$ cat src/rtl/piso_serializer.sv
// piso_serializer
//
// Parallel-in, serial-out transmitter that feeds the serial D input of the
// SISO shift register chain. Words arrive over a valid/ready handshake into a
// one-word hold register, so the next word can be queued while the current
// one is shifting. This lets back-to-back words stream with no idle bits.
//
// Parameters:
//   WIDTH      word length in bits (>= 2)
//   MSB_FIRST  1: bit WIDTH-1 leaves first, 0: bit 0 leaves first
//
// Ports:
//   clk         rising-edge clock
//   rst_n       asynchronous, active-low reset
//   load_valid  producer offers load_data
//   load_ready  hold register is empty and can take a word
//   load_data   parallel word to transmit
//   ser_en      consumer takes the current bit on this edge
//   Q           current serial bit (0 when idle)
//   Q_valid     Q carries a valid bit
//   done        one-cycle pulse after the last bit of a word is consumed

module piso_serializer #(
  parameter int WIDTH     = 8,
  parameter bit MSB_FIRST = 1'b1
) (
  input  logic             clk,
  input  logic             rst_n,
  input  logic             load_valid,
  output logic             load_ready,
  input  logic [WIDTH-1:0] load_data,
  input  logic             ser_en,
  output logic             Q,
  output logic             Q_valid,
  output logic             done
);

  localparam int              CNT_W    = $clog2(WIDTH);
  localparam logic [CNT_W-1:0] LAST_CNT = CNT_W'(WIDTH - 1);

  typedef enum logic {
    ST_IDLE  = 1'b0,
    ST_SHIFT = 1'b1
  } state_t;

  state_t           state_q, state_d;
  logic [WIDTH-1:0] hold_q, hold_d;
  logic             hold_full_q, hold_full_d;
  logic [WIDTH-1:0] shift_q, shift_d;
  logic [CNT_W-1:0] cnt_q, cnt_d;
  logic             done_q, done_d;

  logic             accept;
  logic             last_bit;
  logic [WIDTH-1:0] shifted;

  // Bits always leave from the output end; the shifter moves the next bit
  // into that position and back-fills with zeros.
  always_comb begin
    if (MSB_FIRST) begin
      shifted = {shift_q[WIDTH-2:0], 1'b0};
    end else begin
      shifted = {1'b0, shift_q[WIDTH-1:1]};
    end
  end

  // Next-state logic. Accepting a word only happens while hold is empty and
  // moving hold into the shifter only happens while hold is full, so the two
  // updates of hold_full_d below never collide on the same edge.
  always_comb begin
    state_d     = state_q;
    hold_d      = hold_q;
    hold_full_d = hold_full_q;
    shift_d     = shift_q;
    cnt_d       = cnt_q;
    done_d      = 1'b0;

    accept   = load_valid && !hold_full_q;
    last_bit = (cnt_q == LAST_CNT);

    if (accept) begin
      hold_d      = load_data;
      hold_full_d = 1'b1;
    end

    case (state_q)
      ST_IDLE: begin
        // Start a word as soon as one is held; the consumer enable is not
        // needed because no bit is consumed by this transfer.
        if (hold_full_q) begin
          shift_d     = hold_q;
          hold_full_d = 1'b0;
          cnt_d       = '0;
          state_d     = ST_SHIFT;
        end
      end

      ST_SHIFT: begin
        if (ser_en) begin
          if (last_bit) begin
            done_d = 1'b1;
            cnt_d  = '0;
            // Chain straight into the queued word so Q_valid has no gap.
            if (hold_full_q) begin
              shift_d     = hold_q;
              hold_full_d = 1'b0;
            end else begin
              state_d = ST_IDLE;
            end
          end else begin
            shift_d = shifted;
            cnt_d   = cnt_q + CNT_W'(1);
          end
        end
      end

      default: begin
        state_d = ST_IDLE;
      end
    endcase
  end

  // State registers; reset discards any partial or queued word.
  always_ff @(posedge clk or negedge rst_n) begin
    if (!rst_n) begin
      state_q     <= ST_IDLE;
      hold_q      <= '0;
      hold_full_q <= 1'b0;
      shift_q     <= '0;
      cnt_q       <= '0;
      done_q      <= 1'b0;
    end else begin
      state_q     <= state_d;
      hold_q      <= hold_d;
      hold_full_q <= hold_full_d;
      shift_q     <= shift_d;
      cnt_q       <= cnt_d;
      done_q      <= done_d;
    end
  end

  // Outputs decode registered state only, so nothing from the inputs
  // reaches them combinationally. Q is forced low outside SHIFT because the
  // shifter keeps stale contents after a word ends.
  always_comb begin
    Q_valid    = (state_q == ST_SHIFT);
    Q          = Q_valid && (MSB_FIRST ? shift_q[WIDTH-1] : shift_q[0]);
    load_ready = !hold_full_q;
    done       = done_q;
  end

endmodule

$ cat config.mk
export PLATFORM = sky130hd
export DESIGN_NAME = piso_serializer
export DESIGN_NICKNAME = d
export VERILOG_FILES = /design/src/rtl/piso_serializer.sv
export SDC_FILE = /design/constraint.sdc
export NUM_CORES = 1
export LEC_CHECK = 0
export CAP_MARGIN = 20
export CORE_MARGIN = 4
export CORE_UTILIZATION = 40
export CTS_CLUSTER_DIAMETER = 30
export CTS_CLUSTER_SIZE = 40
export DETAILED_ROUTE_END_ITERATION = 6
export PLACE_DENSITY = 0.61
export SYNTH_ARGS = -nofsm -noshare
export SYNTH_HDL_FRONTEND = slang
export SYNTH_SLANG_ARGS = --single-unit
$ cat constraint.sdc
create_clock -name clk -period 2.4 [get_ports clk]
set_clock_uncertainty 0.05 [all_clocks]
set_input_delay 0.72 -clock clk [delete_from_list [all_inputs] [get_ports clk]]
set_output_delay 0.72 -clock clk [all_outputs]
set_load 0.01 [all_outputs]
# ---- After elaboration in Yosys (flattened, before gate mapping)
# Cells that the tools add are included.
dict set report totals {
  reg_bits 22
  inputBits 12
  wordCells 35
}
dict set report op_classes {
  n_addsub 1
  n_eq_ne 3
  n_mux 20
  bitwise_logic 1
  n_reduce_logical 4
}
# op count
set op_table {}
lappend op_table {{$mux W8} 3}
lappend op_table {{$pmux W8 S2} 1}
lappend op_table {{$mux W1} 10}
lappend op_table {{$mux W3} 3}
lappend op_table {{$pmux W3 S2} 1}
lappend op_table {{$ne A2 B2 Y1 const B} 2}
lappend op_table {{$pmux W1 S2} 2}
lappend op_table {{$add A3 B1 Y3 const B} 1}
lappend op_table {{$eq A3 B3 Y1 const B} 1}
lappend op_table {{$logic_and A1 B1 Y1} 2}
lappend op_table {{$reduce_and A2 Y1} 1}
lappend op_table {{$logic_not A1 Y1} 1}
lappend op_table {{$not A1 Y1} 1}

# ---- Depth between registers and ports, before layout
# Gate-level depths: netlist of run 1.
dict set report logic_depth {
  word_depth 7
  depth_mapped 6
  depth_no_buf 5
}

# ---- Least setup slack after synthesis of run 1
# OpenSTA, ideal clock, no wires.
dict set report synth_timing {
  kind {register -> output}
  startpoint {reg state_q, in the netlist Q_valid}
  endpoint {out Q}
  t_arrival_ns 0.799
  setup_slack_ns 0.831
  stages_incl_launch_ff 3
  n_path_buf 1
  path_cell_list {dfrtp_1 > buf_4 > and2_1}
}
dict set report synth_via {
  elab_chain_cells 1
}
# element line
set synth_rtl {}
lappend synth_rtl {{start, declared} 46} ;# state_t state_q, state_d;
lappend synth_rtl {{start signal, assigned} 133} ;# state_q <= state_d;
lappend synth_rtl {{$logic_and A1 B1 Y1} 147} ;# Q = Q_valid && (MSB_FIRST ? shift_q[WIDTH-1] : shift_q[0]);
lappend synth_rtl {{end, declared} 33} ;# output logic Q,
# Every way passes these cells.

# ---- Final worst setup path of run 1
dict set report layout_timing {
  startpoint {reg state_q, in the netlist Q_valid}
  endpoint {out Q_valid}
}
# element line
set layout_lines {}
lappend layout_lines {{end, declared} 34} ;# output logic Q_valid,
# No word-level cell between the ends.

==> impl_metrics.ini, run 1 <==
[drt]
wl_per_cell_um = 14.1
routed_wl_mm = 1.81
drt-met1-wl_um = 863
drt_first_pass_iters = 4
wl_met3_um = 74
maxUsedRoutingLayer = met4
dr.first_iter.drc_count = 12
via_count = 717
ant_nets = 0
drc = 0
viasPerCell = 5.56
met2_length_um = 823

[critical_path]
cp-end-kind = output pin
worstPathMaxFanout = 11
worstSetupPathType = register to output pin
crit_required_ns = 1.63
arrival_ns = 1.55
setup.worst_path.start_class = register

[sta]
finalSetupTns_ns = 0
fin_crit_sh = 0.966
relSlewSlack = 0.740
slew_violations = 0
period_needed_ns = 2.32
fmax_ghz = 0.431
hold_viol_final = 0
worst_pin_slew_ns = 0.389
setup_violations = 0
rsz0062_at_grt = no

[synthesis]
synth-xor-area-share = 0
syn_area_um2 = 1030
synthSimpleGateAreaFrac = 0.132
synth_top_cell_by_area = dfrtp_1
synth-main-ff-cell = dfrtp_1
avgSynthCellArea_um2 = 12.7
synth_cell_types = 23
netlist_top_cells_area = dfrtp_1 54%, mux2_2 8.8%, and3b_1 6.0%
async_reset_ff_frac = 1.00
syn_nets = 95
synthTopCellsByCount = 22 x dfrtp_1, 8 x mux2_2, 7 x a31oi_1, 7 x and3b_1, 7 x o2bb2ai_1
synth.most_common_cell = dfrtp_1
synth_edf_count = 0
yosys_register_bits = 22
yosysWarnings = 0
synth_compound_area_frac = 0.162
synth_top_family_by_area = compound AO/OA/AOI/OAI gates
ys_seq_area_frac = 0.537
synth-adder-area-share = 0.0244
synth_top_area_frac = 0.537
synthCells = 81
synth_mux_area_frac = 0.110

[floorplanning]
core_area_um2 = 2450
placementRows = 18
fp.dieArea_um2 = 3440
die_h_um = 58.6
die_w_um = 58.6
initial_core_util = 0.418
ios = 16

[cts]
clock_sink_count = 22
cts_made_buffers = 3
postCtsResizedCells = 0
cts_tree = built
clockRootBuffer = clkbuf_4
path_clk_slew_ns = 0.12
cts-hold-fix-buffers = 0
clk_latency_ns = 0.31
post_cts_buffers = 0
cts_max_path_buffers = 2
cts_max_level = 1

[hold_path]
worstHoldPathType = register to register

[pwr]
vdd_drop_max_mv = 0.617
cellPowerDensity_nw_per_um2 = 1030
p_leak_nw = 0.563

[global_route]
grt_overflow_total = 0
grt_max_degree = 23
grt_pass1_wl_mm = 3.12
grt_usage = 0.122
antenna_found_initial = 0
first_global_vias = 681

[cells_and_area]
utilization = 0.511
n_antenna_cell = 0
drive_above_1_share = 0.192
num-nets-final = 114
syn_to_final_growth_pct = 22.3

[placed_design]
hpwl_mm = 1.30
portBuffers = 15
gp_congestion = 0.764

[run_status]
status = finished, final reports clean

[flow_run]
drv_cap = 0
area by class of cell:
type                       count  area, um^2
multi-input combinational     52         439
clock buffer                   4        36.3
tap                           30        37.5
timing repair buffer          20         188
fill                         220        1200
inverter                       1        3.75
sequential                    22         551
cells in the final DEF, fill, tap and decap left out, drive strengths merged:
cell type	netlist	routed
a31oi	7	7
a22o	2	2
nand2b	3	3
nor2	2	2
clkbuf	0	4
nand2	1	1
inv	1	1
o2bb2ai	7	7
dfrtp	22	22
and3b	7	7
clkdlybuf4s50	0	15
nor2b	3	3
ha	2	2
o31ai	1	1
nand3	1	1
and2	1	1
a32o	1	1
and3	1	1
o21ai	3	3
buf	6	5
mux2	10	10
kinds of logic after synthesis:
group,after synthesis
compound gates,21
flops,22
buf+inv,7
fa+ha+maj,2
simple gates,19
mux,10
path summary, 6_finish.rpt:
path | start | to | slack (ns) | cells past startpoint
worst max-delay path | Q_valid | Q_valid | 0.08 | 2
worst min-delay path | shift_q[7] | shift_q[7] | 0.44 | 1
worst max register to register | cnt_q[0] | shift_q[2] | 0.63 | 5
worst min register to register | shift_q[7] | shift_q[7] | 0.44 | 1
max in group asynchronous | rst_n | cnt_q[2] | 1.39 | 2
min in group asynchronous | rst_n | hold_q[7] | 0.69 | 2
report_power, final:
part,switching [W],total [W],internal (W)
logic,0.000210,0.000487,0.000278
clock network,0.000111,0.000204,0.0000928
registers,0.0000817,0.000603,0.000521
total,0.000402,0.00129,0.000892
registers in the layout, summed over array words and instances (netlist names):
register and cells:
shift_q 8, hold_full_q 1, Q_valid 1, done 1, hold_q 8, cnt_q 3
worst max-delay path, cell delays in order, from the launching register on:
cell and delay [ns]:
dfrtp_1 0.48, buf_4 0.21, clkdlybuf4s50_1 0.55
metal layers:
metal  GRT usage  vias to the layer above
li1            -                      338
met1       0.164                      361
met2       0.183                       13
met3      0.0197                        5
met4      0.0777                        0
met5           0                        -
per-stage QoR:
step | setup WS [ns] | total power (W) | hold WS [ns] | instances | cell area, um^2
finish | 0.0819 | 0.00129 | 0.442 | 129 | 1250
global route | 0.00528 | 0.00140 | 0.468 | 129 | 1250
CTS | 0.0679 | 0.00131 | 0.449 | 129 | 1250
detailed placement | 0.361 | 0.00111 | 0.416 | 125 | 1220
global placement | 0.390 | 0.00109 | 0.417 | 125 | 1220
floorplan | 0.831 | 0.000953 | 0.374 | 81 | 1030
Power figures use the tool's default switching activity.
==> run 2: changes to the inputs <==
--- a/config.mk
+++ b/config.mk
@@ -12,6 +12,7 @@
 export CTS_CLUSTER_SIZE = 40
 export DETAILED_ROUTE_END_ITERATION = 6
 export PLACE_DENSITY = 0.61
+export SKIP_LAST_GASP = 1
 export SYNTH_ARGS = -nofsm -noshare
 export SYNTH_HDL_FRONTEND = slang
 export SYNTH_SLANG_ARGS = --single-unit
==> results of run 2 <==
Same layout as run 1: the final DEF is identical, and so are final timing and power.
